<file path="src/rtl/fft_pkg.sv">
// rtl/fft_pkg.sv - shared types and constants for the in-place radix-2 FFT sequencer
package fft_pkg;

    localparam int DATA_W = 32;

    localparam int RE_MSB = 31;
    localparam int RE_LSB = 16;
    localparam int IM_MSB = 15;
    localparam int IM_LSB = 0;

    typedef enum logic [2:0] {
        ST_IDLE,
        ST_READ,
        ST_ISSUE,
        ST_WAIT_BF,
        ST_WRITE,
        ST_DONE
    } state_t;

    function automatic logic [DATA_W-1:0] cplx_pack(
        input logic [RE_MSB-RE_LSB:0] re,
        input logic [IM_MSB-IM_LSB:0] im
    );
        return {re, im};
    endfunction

endpackage

</file>
<file path="src/rtl/fft_bfly_sched_if.sv">
// rtl/fft_bfly_sched_if.sv - data RAM and butterfly datapath signals of the FFT sequencer
interface fft_bfly_sched_if #(
    parameter int N_LOG2 = 10,
    parameter int DATA_W = 32
);
    logic [N_LOG2-1:0] o_addr_a;
    logic [N_LOG2-1:0] o_addr_b;
    logic              o_we_a;
    logic              o_we_b;
    logic [DATA_W-1:0] o_wdata_a;
    logic [DATA_W-1:0] o_wdata_b;
    logic [DATA_W-1:0] i_rdata_a;
    logic [DATA_W-1:0] i_rdata_b;
    logic              o_bf_valid;
    logic [DATA_W-1:0] o_bf_a;
    logic [DATA_W-1:0] o_bf_b;
    logic [N_LOG2-2:0] o_tw_idx;
    logic              i_bf_valid;
    logic [DATA_W-1:0] i_bf_x;
    logic [DATA_W-1:0] i_bf_y;

    modport master (
        output o_addr_a, o_addr_b, o_we_a, o_we_b, o_wdata_a, o_wdata_b,
        output o_bf_valid, o_bf_a, o_bf_b, o_tw_idx,
        input  i_rdata_a, i_rdata_b, i_bf_valid, i_bf_x, i_bf_y
    );

    modport slave (
        input  o_addr_a, o_addr_b, o_we_a, o_we_b, o_wdata_a, o_wdata_b,
        input  o_bf_valid, o_bf_a, o_bf_b, o_tw_idx,
        output i_rdata_a, i_rdata_b, i_bf_valid, i_bf_x, i_bf_y
    );
endinterface

</file>
<file path="src/rtl/fft_addr_calc.sv">
// rtl/fft_addr_calc.sv - (stage, butterfly) to operand addresses and twiddle index
module fft_addr_calc #(
    parameter int N_LOG2 = 10
) (
    input  logic [3:0]        stage,
    input  logic [N_LOG2-2:0] bfly,
    output logic [N_LOG2-1:0] addr_a,
    output logic [N_LOG2-1:0] addr_b,
    output logic [N_LOG2-2:0] tw_idx
);
    localparam logic [N_LOG2-1:0] ONE = N_LOG2'(1);
    localparam logic [3:0]        TW_TOP = 4'(N_LOG2 - 1);

    logic [N_LOG2-1:0] bfly_ext;
    logic [N_LOG2-1:0] half;
    logic [N_LOG2-1:0] pos;
    logic [N_LOG2-1:0] grp;
    logic [3:0]        tw_sh;

    always_comb begin
        bfly_ext = {1'b0, bfly};
        half     = ONE << stage;
        pos      = bfly_ext & (half - ONE);
        grp      = bfly_ext >> stage;
        // Each group spans 2*half words: A in the lower half, B in the upper half.
        addr_a   = (grp << (stage + 4'd1)) | pos;
        addr_b   = addr_a + half;
        tw_sh    = TW_TOP - stage;
        tw_idx   = pos[N_LOG2-2:0] << tw_sh;
    end
endmodule

</file>
<file path="src/rtl/fft_bfly_sched.sv">
// rtl/fft_bfly_sched.sv - in-place radix-2 DIT FFT butterfly sequencer
module fft_bfly_sched #(
    parameter int N_LOG2 = 10,
    parameter int DATA_W = fft_pkg::DATA_W
) (
    input  logic             i_clk,
    input  logic             i_rst_n,
    input  logic             i_start,
    output logic             o_busy,
    output logic             o_done,
    output logic [3:0]       o_stage,
    fft_bfly_sched_if.master bus
);
    import fft_pkg::*;

    localparam logic [N_LOG2-2:0] J_LAST = '1;
    localparam logic [N_LOG2-2:0] J_ONE  = (N_LOG2-1)'(1);
    localparam logic [3:0]        S_LAST = 4'(N_LOG2 - 1);

    state_t            state_q, state_d;
    logic [3:0]        s_q, s_d;
    logic [N_LOG2-2:0] j_q, j_d;
    logic [DATA_W-1:0] x_q, y_q;
    logic [N_LOG2-1:0] calc_a, calc_b;
    logic [N_LOG2-2:0] calc_tw;
    logic              active;

    fft_addr_calc #(.N_LOG2(N_LOG2)) u_addr_calc (
        .stage  (s_q),
        .bfly   (j_q),
        .addr_a (calc_a),
        .addr_b (calc_b),
        .tw_idx (calc_tw)
    );

    always_ff @(posedge i_clk or negedge i_rst_n) begin
        if (!i_rst_n) begin
            state_q <= ST_IDLE;
            s_q     <= '0;
            j_q     <= '0;
            x_q     <= '0;
            y_q     <= '0;
        end else begin
            state_q <= state_d;
            s_q     <= s_d;
            j_q     <= j_d;
            if (state_q == ST_WAIT_BF && bus.i_bf_valid) begin
                x_q <= bus.i_bf_x;
                y_q <= bus.i_bf_y;
            end
        end
    end

    always_comb begin
        state_d = state_q;
        s_d     = s_q;
        j_d     = j_q;
        case (state_q)
            ST_IDLE: begin
                if (i_start) begin
                    state_d = ST_READ;
                    s_d     = '0;
                    j_d     = '0;
                end
            end
            ST_READ:    state_d = ST_ISSUE;
            ST_ISSUE:   state_d = ST_WAIT_BF;
            ST_WAIT_BF: if (bus.i_bf_valid) state_d = ST_WRITE;
            ST_WRITE: begin
                state_d = ST_READ;
                if (j_q != J_LAST) begin
                    j_d = j_q + J_ONE;
                end else if (s_q != S_LAST) begin
                    j_d = '0;
                    s_d = s_q + 4'd1;
                end else begin
                    // Counters drop back to zero so the stage output reads 0 once finished.
                    state_d = ST_DONE;
                    j_d     = '0;
                    s_d     = '0;
                end
            end
            ST_DONE:    state_d = ST_IDLE;
            default:    state_d = ST_IDLE;
        endcase
    end

    assign active  = (state_q == ST_READ) || (state_q == ST_ISSUE) ||
                     (state_q == ST_WAIT_BF) || (state_q == ST_WRITE);
    assign o_busy  = active;
    assign o_done  = (state_q == ST_DONE);
    assign o_stage = s_q;

    always_comb begin
        bus.o_addr_a   = '0;
        bus.o_addr_b   = '0;
        bus.o_tw_idx   = '0;
        bus.o_we_a     = 1'b0;
        bus.o_we_b     = 1'b0;
        bus.o_wdata_a  = '0;
        bus.o_wdata_b  = '0;
        bus.o_bf_valid = 1'b0;
        bus.o_bf_a     = '0;
        bus.o_bf_b     = '0;
        if (active) begin
            bus.o_addr_a = calc_a;
            bus.o_addr_b = calc_b;
            bus.o_tw_idx = calc_tw;
        end
        if (state_q == ST_ISSUE) begin
            bus.o_bf_valid = 1'b1;
            bus.o_bf_a     = bus.i_rdata_a;
            bus.o_bf_b     = bus.i_rdata_b;
        end
        if (state_q == ST_WRITE) begin
            bus.o_we_a    = 1'b1;
            bus.o_we_b    = 1'b1;
            bus.o_wdata_a = x_q;
            bus.o_wdata_b = y_q;
        end
    end
endmodule

</file>
<file path="src/flat_wrapper.sv">
// flat-port wrapper written by rule: the top's interface ports become plain ports
module fft_bfly_sched_flat import fft_pkg::*;
#(
    parameter int N_LOG2 = 10,
    parameter int DATA_W = fft_pkg::DATA_W
)
  (i_clk, i_rst_n, i_start, o_busy, o_done, o_stage, bus_o_addr_a, bus_o_addr_b, bus_o_we_a, bus_o_we_b, bus_o_wdata_a, bus_o_wdata_b, bus_o_bf_valid, bus_o_bf_a, bus_o_bf_b, bus_o_tw_idx, bus_i_rdata_a, bus_i_rdata_b, bus_i_bf_valid, bus_i_bf_x, bus_i_bf_y);
  fft_bfly_sched_if #(.N_LOG2(N_LOG2), .DATA_W(DATA_W)) bus_i ();
  input  logic i_clk;
  input  logic i_rst_n;
  input  logic i_start;
  output logic o_busy;
  output logic o_done;
  output logic [3:0] o_stage;
  output wire logic [$bits(bus_i.o_addr_a)-1:0] bus_o_addr_a;
  output wire logic [$bits(bus_i.o_addr_b)-1:0] bus_o_addr_b;
  output wire logic [$bits(bus_i.o_we_a)-1:0] bus_o_we_a;
  output wire logic [$bits(bus_i.o_we_b)-1:0] bus_o_we_b;
  output wire logic [$bits(bus_i.o_wdata_a)-1:0] bus_o_wdata_a;
  output wire logic [$bits(bus_i.o_wdata_b)-1:0] bus_o_wdata_b;
  output wire logic [$bits(bus_i.o_bf_valid)-1:0] bus_o_bf_valid;
  output wire logic [$bits(bus_i.o_bf_a)-1:0] bus_o_bf_a;
  output wire logic [$bits(bus_i.o_bf_b)-1:0] bus_o_bf_b;
  output wire logic [$bits(bus_i.o_tw_idx)-1:0] bus_o_tw_idx;
  input wire logic [$bits(bus_i.i_rdata_a)-1:0] bus_i_rdata_a;
  input wire logic [$bits(bus_i.i_rdata_b)-1:0] bus_i_rdata_b;
  input wire logic [$bits(bus_i.i_bf_valid)-1:0] bus_i_bf_valid;
  input wire logic [$bits(bus_i.i_bf_x)-1:0] bus_i_bf_x;
  input wire logic [$bits(bus_i.i_bf_y)-1:0] bus_i_bf_y;
  assign bus_o_addr_a = bus_i.o_addr_a;
  assign bus_o_addr_b = bus_i.o_addr_b;
  assign bus_o_we_a = bus_i.o_we_a;
  assign bus_o_we_b = bus_i.o_we_b;
  assign bus_o_wdata_a = bus_i.o_wdata_a;
  assign bus_o_wdata_b = bus_i.o_wdata_b;
  assign bus_o_bf_valid = bus_i.o_bf_valid;
  assign bus_o_bf_a = bus_i.o_bf_a;
  assign bus_o_bf_b = bus_i.o_bf_b;
  assign bus_o_tw_idx = bus_i.o_tw_idx;
  assign bus_i.i_rdata_a = bus_i_rdata_a;
  assign bus_i.i_rdata_b = bus_i_rdata_b;
  assign bus_i.i_bf_valid = bus_i_bf_valid;
  assign bus_i.i_bf_x = bus_i_bf_x;
  assign bus_i.i_bf_y = bus_i_bf_y;
  fft_bfly_sched #(.N_LOG2(N_LOG2), .DATA_W(DATA_W)) u_core (.i_clk(i_clk), .i_rst_n(i_rst_n), .i_start(i_start), .o_busy(o_busy), .o_done(o_done), .o_stage(o_stage), .bus(bus_i));
endmodule
</file>
<file path="config.mk">
export PLATFORM = sky130hd
export DESIGN_NAME = fft_bfly_sched_flat
export DESIGN_NICKNAME = d
export VERILOG_FILES = /design/src/rtl/fft_pkg.sv /design/src/rtl/fft_bfly_sched_if.sv /design/src/rtl/fft_addr_calc.sv /design/src/rtl/fft_bfly_sched.sv /design/src/flat_wrapper.sv
export SDC_FILE = /design/constraint.sdc
export NUM_CORES = 1
export LEC_CHECK = 0
export CORE_MARGIN = 1
export CORE_UTILIZATION = 41
export DETAILED_ROUTE_END_ITERATION = 7
export PLACE_DENSITY = 0.88
export SYNTH_ARGS = -nofsm -noshare
export SYNTH_HDL_FRONTEND = slang
export SYNTH_SLANG_ARGS = --single-unit
export TNS_END_PERCENT = 5
</file>
<file path="constraint.sdc">
create_clock -name i_clk -period 7.5 [get_ports i_clk]
set_input_delay 1.5 -clock i_clk [delete_from_list [all_inputs] [get_ports i_clk]]
set_output_delay 1.5 -clock i_clk [all_outputs]
set_load 0.01 [all_outputs]
</file>
# Word level (Yosys, flattened, before mapping)
# Cells that the tools add are included.
# Widths: inputs -> output; s select.
dict set report word_totals {
  register_bits 80
  inputBits 132
  out_inout_bits 166
}
dict set report classes {
  add_sub_neg 5
  n_eq_ne 10
  shift 4
  mux 21
  bitwise_logic 2
  reduce_logical 9
}
# operator count
set ops {}
lappend ops {{$mux 32} 4}
lappend ops {{$mux 9} 3}
lappend ops {{$mux 10} 2}
lappend ops {{$pmux 9 s2} 1}
lappend ops {{$pmux 3 s5} 1}
lappend ops {{$mux 3} 4}
lappend ops {{$mux 4} 3}
lappend ops {{$add 10x10->10} 1}
lappend ops {{$and 9x10->10} 1}
lappend ops {{$or 10x10->10} 1}
lappend ops {{$shl 1x4->10 const A} 1}
lappend ops {{$shl 10x4->10} 1}
lappend ops {{$shr 9x4->10} 1}
lappend ops {{$sub 10x1->10 const B} 1}
lappend ops {{$add 9x1->9 const B} 1}
lappend ops {{$ne 9x9->1 const B} 1}
lappend ops {{$shl 9x4->9} 1}
lappend ops {{$pmux 4 s2} 1}
lappend ops {{$eq 3x2->1 const B} 2}
lappend ops {{$eq 3x3->1 const B} 2}
lappend ops {{$ne 2x2->1 const B} 3}
lappend ops {{$add 4x1->4 const B} 1}
lappend ops {{$ne 4x4->1 const B} 1}
lappend ops {{$reduce_and 2->1} 2}
lappend ops {{other kinds (8)} 11}

# Longest topological paths before layout
dict set report depth {
  depth_word 6
  depth_mapped 17
  ltp_nobuf 15
}

# Cells and area by module
# From an unflattened synthesis, not the netlist that was laid out.
dict set report unflattened {
  cells_unflattened 663
  hier_area_um2 6155.9
}
# mod instances cells_each area_per_inst_um2
set by_module_without_submodules {}
lappend by_module_without_submodules {fft_bfly_sched 1 400 4330.4}
lappend by_module_without_submodules {fft_addr_calc 1 263 1825.5}

# Worst setup path after synthesis
# Ideal clock, no wire load.
dict set report synth_timing {
  path_type {reg-to-output}
  start {reg u_core.s_q[2] (netlist: u_core.o_stage[2])}
  end {out bus_o_addr_b[9]}
  t_arrival_ns 3.571
  required_ns 6.000
  setup_slack_ns 2.429
  stages_incl_launch_ff 18
  n_path_buf 3
  path_cell_list {dfrtp_1 > clkbuf_1 > buf_2 > inv_1 > ha_1 > nor2b_1 > clkbuf_1 > nor3b_1 > xor2_1 > nand2_1 > nand2_1 > ha_1 > a21oi_1 > o21bai_1 > a21oi_1 > o41ai_2 > o31ai_1 > mux2i_1}
}
dict set report synth_via {
  elab_chain_len 6
  elab_cells_between_ends 9
  cone_classes {add/sub (3); shift (3); mux (1); bitwise (2)}
}
# item line_no
set synth_lines {}
lappend synth_lines {{start: declaration} fft_bfly_sched.sv:21} ;# logic [3:0] s_q, s_d;
lappend synth_lines {{start signal: assignment} fft_bfly_sched.sv:39} ;# s_q <= '0;
lappend synth_lines {{start signal: assignment} fft_bfly_sched.sv:45} ;# s_q <= s_d;
lappend synth_lines {{$shl 1x4->10} fft_addr_calc.sv:22} ;# half = ONE << stage;
lappend synth_lines {{$sub 10x1->10} fft_addr_calc.sv:23} ;# pos = bfly_ext & (half - ONE);
lappend synth_lines {{$and 9x10->10} fft_addr_calc.sv:23}
lappend synth_lines {{$or 10x10->10} fft_addr_calc.sv:26} ;# addr_a = (grp << (stage + 4'd1)) | pos;
lappend synth_lines {{$add 10x10->10 *} fft_addr_calc.sv:27} ;# addr_b = addr_a + half;
lappend synth_lines {{$mux 10 *} fft_bfly_sched.sv:105} ;# if (active) begin
lappend synth_lines {{end: declaration} flat_wrapper.sv:16} ;# output wire logic [$bits(bus_i.o_addr_b)-1:0] bus_o_addr_b;
# Every way passes the cells marked *; elsewhere a longest branch is shown, timed or not.

# Worst setup path after layout
dict set report layout_timing {
  start {reg u_core.s_q[0] (netlist: u_core.o_stage[0])}
  end {out bus_o_addr_b[6]}
}
# The elaborated chain is that of the path after synthesis.

==> impl_metrics.ini <==
[timing]
holdWs_ps = 497
setup_viol_count_final = 0
max_freq_mhz = 157
timing.final.max_slew_violations = 0
fin_crit_ps = 6360
max-slew-margin-rel_pct = 31.8
hold_viol = 0
post-route-period-util_pct = 84.8
grt_setup_unrepaired = false
clock-skew-final_ps = 8.21
setup_slack_ps = 1140
slew_at_the_pin_closest_to_its_max_slew_limit_ps = 1020
finalSetupTns_ps = 0

[clock_tree]
later_pin_clock_latency_in_the_skew_report_ps = 330
cts_inserted_buffers = 9
post_cts_hold_buffer_count = 0
cts_post_setup_buffers_inserted = 0
clock-root-buffer = sky130_fd_sc_hd__clkbuf_16
cts_repair_resize_count = 0
cts_max_level = 3
clkSinkCount = 80
cts.clk_slew.worst_paths_ps = 60
cts_tree = built
cts-root-to-sink-buffers = 2

[hold_path]
worst_hold_path.num_cells = 1
hp-start = u_core.x_q[2]$_DFFE_PN0P_
hold_path_end = u_core.x_q[2]$_DFFE_PN0P_
min-delay-path-class = reg2reg

[place]
dp_hpwl_microns = 14700
placement.io_buffers = 297
pre_cts_ws_ps = 1620
place.gp.congestion = 0.938

[setup_path]
worstRegToRegCells = 9
worst_setup_path_end_kind = primary output
number_of_buffer_and_inverter_instances_along_the_worst_setup_path = 2
slowest_cp_cell = sky130_fd_sc_hd__xnor2_1
cp_data_required_time_ps = 6000
crit_path_frequent_cell = sky130_fd_sc_hd__nand2_1
cpPeakStageDelay_ps = 770
setup.worst_path.class = reg2out
worst-endpoint-arrival_ps = 4860
worst_setup_path_start_kind = register
crit-reg2reg-capture = u_core.o_stage[1]$_DFFE_PN0P_
timing.rr.start = u_core.j_q[0]$_DFFE_PN0P_
cp_top_family = simple AND/OR/NAND/NOR gates
worstPathCellList = buf_4 -> nand2_1 -> xnor2_1 -> nand2_1 -> o21ai_0 -> ha_1 -> fa_1 -> nand2_1 -> or4_1 -> and3b_1 -> nor3_2 -> clkdlybuf4s50_1
crit_fanout = 18
timing.reg2reg.setup_slack_ps = 5050

[floorplanning]
die_y_microns = 122
ioPinCount = 298
initial_utilization_pct = 42.2
fp.dieArea_sq_um = 14900
chipWidth_microns = 122
core_sq_um = 14000
rows = 43

[detailed_routing]
firstDrtPassIters = 5
wl_per_cell_microns = 17.4
wl_microns = 19300
via_count = 5802
detailedRoute.firstIterationViolations = 304
post_drt_antenna_nets = 0
detail_route.drc_violations = 0
post_drt_via_cell_ratio = 5.25

[synthesis]
synthesis.yosys.warnings = 0
synth_area_leaders = sky130_fd_sc_hd__dfrtp_1, sky130_fd_sc_hd__and2_1, sky130_fd_sc_hd__mux2_2
synth_top_flop_cell = sky130_fd_sc_hd__dfrtp_1
synth_edf_count = 0
synth.avg_cell_area_sq_um = 9.09
yosys.cell_types.count = 62
sequential_cell_area_fraction_in_the_yosys_report_pct = 33.9
syn-instance-count = 650
synth_area_sq_um = 5910
area_leader_netlist = sky130_fd_sc_hd__dfrtp_1
post-synth-top-area-fraction_pct = 33.9
synthesis.nets = 804
yosys_register_bits = 80
asyncSetResetFlopFracSynth_pct = 100

[power_and_ir_drop]
portion_of_total_power_attributed_to_sequential_cells_pct = 30.9
switching_power_uw = 815
p_clk_share_pct = 18.6
switching_share_pct = 34.3
leakage_nw = 3.86
power_frac_comb_pct = 50.5
internal-power_mw = 1.56
p_per_area_nw_per_um2 = 256
ir_drop_uv = 189

[global_route]
first_pass_grt_wire_length_microns = 29700
antenna_found_initial = 0
global_route.overflow_total = 0
largest_net_degree_at_the_start_of_global_routing = 81
total_track_usage_pct = 25.9
first_global_vias = 5544

[finish]
post_route_cells_drive_above_1_share_pct = 11.7
areaGrowthSynthToFinish_pct = 56.9
most_frequent_standard_cell_in_the_layout_excluding_fill_and_tap_cells = sky130_fd_sc_hd__clkdlybuf4s50_1
antennaDiodeCount = 0
fillCellCount = 1105
commonest_non_fill_non_tap_cells_in_the_layout = sky130_fd_sc_hd__clkdlybuf4s50_1, sky130_fd_sc_hd__and2_1, sky130_fd_sc_hd__dfrtp_1
fin_nets = 1075

[status]
status = completed

[flow_run]
maxCapViolCount = 0
cells by family (layout without fill, tap and decap cells):
group	count (synthesis)	in the layout	share of synthesized area (%)
AO/OA/AOI/OAI	98	98	10.7
XOR/XNOR	14	14	2.08
adder cells (fa/ha/maj)	22	22	4.79
buffers and inverters	60	336	4.13
flip-flops	80	80	33.9
multiplexers	86	86	17.3
AND/OR/NAND/NOR	290	290	27.1
worst max-delay path by stage:
stage,startpoint,endpoint,slack [ps],depth (start not counted)
finish,u_core.o_stage[0]$_DFFE_PN0P_,bus_o_addr_b[6],1140,12
global route,u_core.o_stage[0]$_DFFE_PN0P_,bus_o_addr_b[9],860,16
CTS,u_core.o_stage[0]$_DFFE_PN0P_,bus_o_addr_b[6],1240,12
detailed placement,u_core.o_stage[0]$_DFFE_PN0P_,bus_o_addr_b[6],1620,12
global placement,u_core.o_stage[0]$_DFFE_PN0P_,bus_o_addr_b[9],1700,16
floorplan,u_core.o_stage[2]$_DFFE_PN0P_,bus_o_addr_b[9],2430,17
cells in the mapped netlist (all sizes together) (6+ instances only):
cell type  instances
nor3               9
dfrtp             80
nor2              35
o22ai              6
nand2b             7
nor2b              8
o21ai             33
a21oi             20
mux2              69
ha                21
nand2             56
and2             138
nand3              7
xor2               7
mux4               6
xnor2              7
clkbuf            32
and3              10
buf               11
mux2i             11
inv               17
routing by layer:
layer | part of all wire [%] | up-vias | wire, microns | GRT usage [%]
met5 | 0 | - | 0 | 0
met4 | 2.0 | 0 | 380 | 7.33
met3 | 7.2 | 31 | 1390 | 7.07
met2 | 51 | 232 | 9780 | 44.1
met1 | 40 | 2772 | 7720 | 31.9
li1 | - | 2767 | - | -
sequential cells by signal (all words and copies together), names as in the netlist:
register,cells
u_core.y_q,32
u_core.state_q,3
u_core.x_q,32
u_core.j_q,9
u_core.o_stage,4
final cells by class:
cell class                      instances  area [sq um]  area share [%]
Tap cell                              180           225            2.43
Inverter                               17          63.8           0.688
Timing Repair Buffer                  303          3020            32.5
Clock buffer                           10           229            2.47
Clock inverter                          6          66.3           0.715
Sequential cell                        80          2000            21.6
Multi-Input combinational cell        510          3670            39.6
stage by stage:
step,instances,cell area (sq um),util [%],power [mW]
global route,1106,9270,66.3,2.52
global placement,1090,8980,64.2,1.90
CTS,1106,9270,66.3,2.38
finish,1106,9270,66.3,2.37
floorplan,650,5910,-,1.38
detailed placement,1090,8980,64.2,1.93
power by group through the flow:
stage | clock network [mW] | registers [mW] | logic (mW)
2_1_floorplan | 0 | 0.692 | 0.685
3_3_place_gp | 0 | 0.726 | 1.17
3_5_place_dp | 0 | 0.736 | 1.19
4_1_cts | 0.448 | 0.732 | 1.20
5_1_grt | 0.466 | 0.761 | 1.29
6_report | 0.441 | 0.734 | 1.20
worst reg2reg max path, delay by kind of cell, from the launching register on:
family                     cells  cell delay [ps]
and+or+nand+nor                5              940
adders and majority gates      2              480
DFF                            1              470
muxes                          1              270
AOI/OAI and AO/OA              1              200
Power figures use the tool's default switching activity.
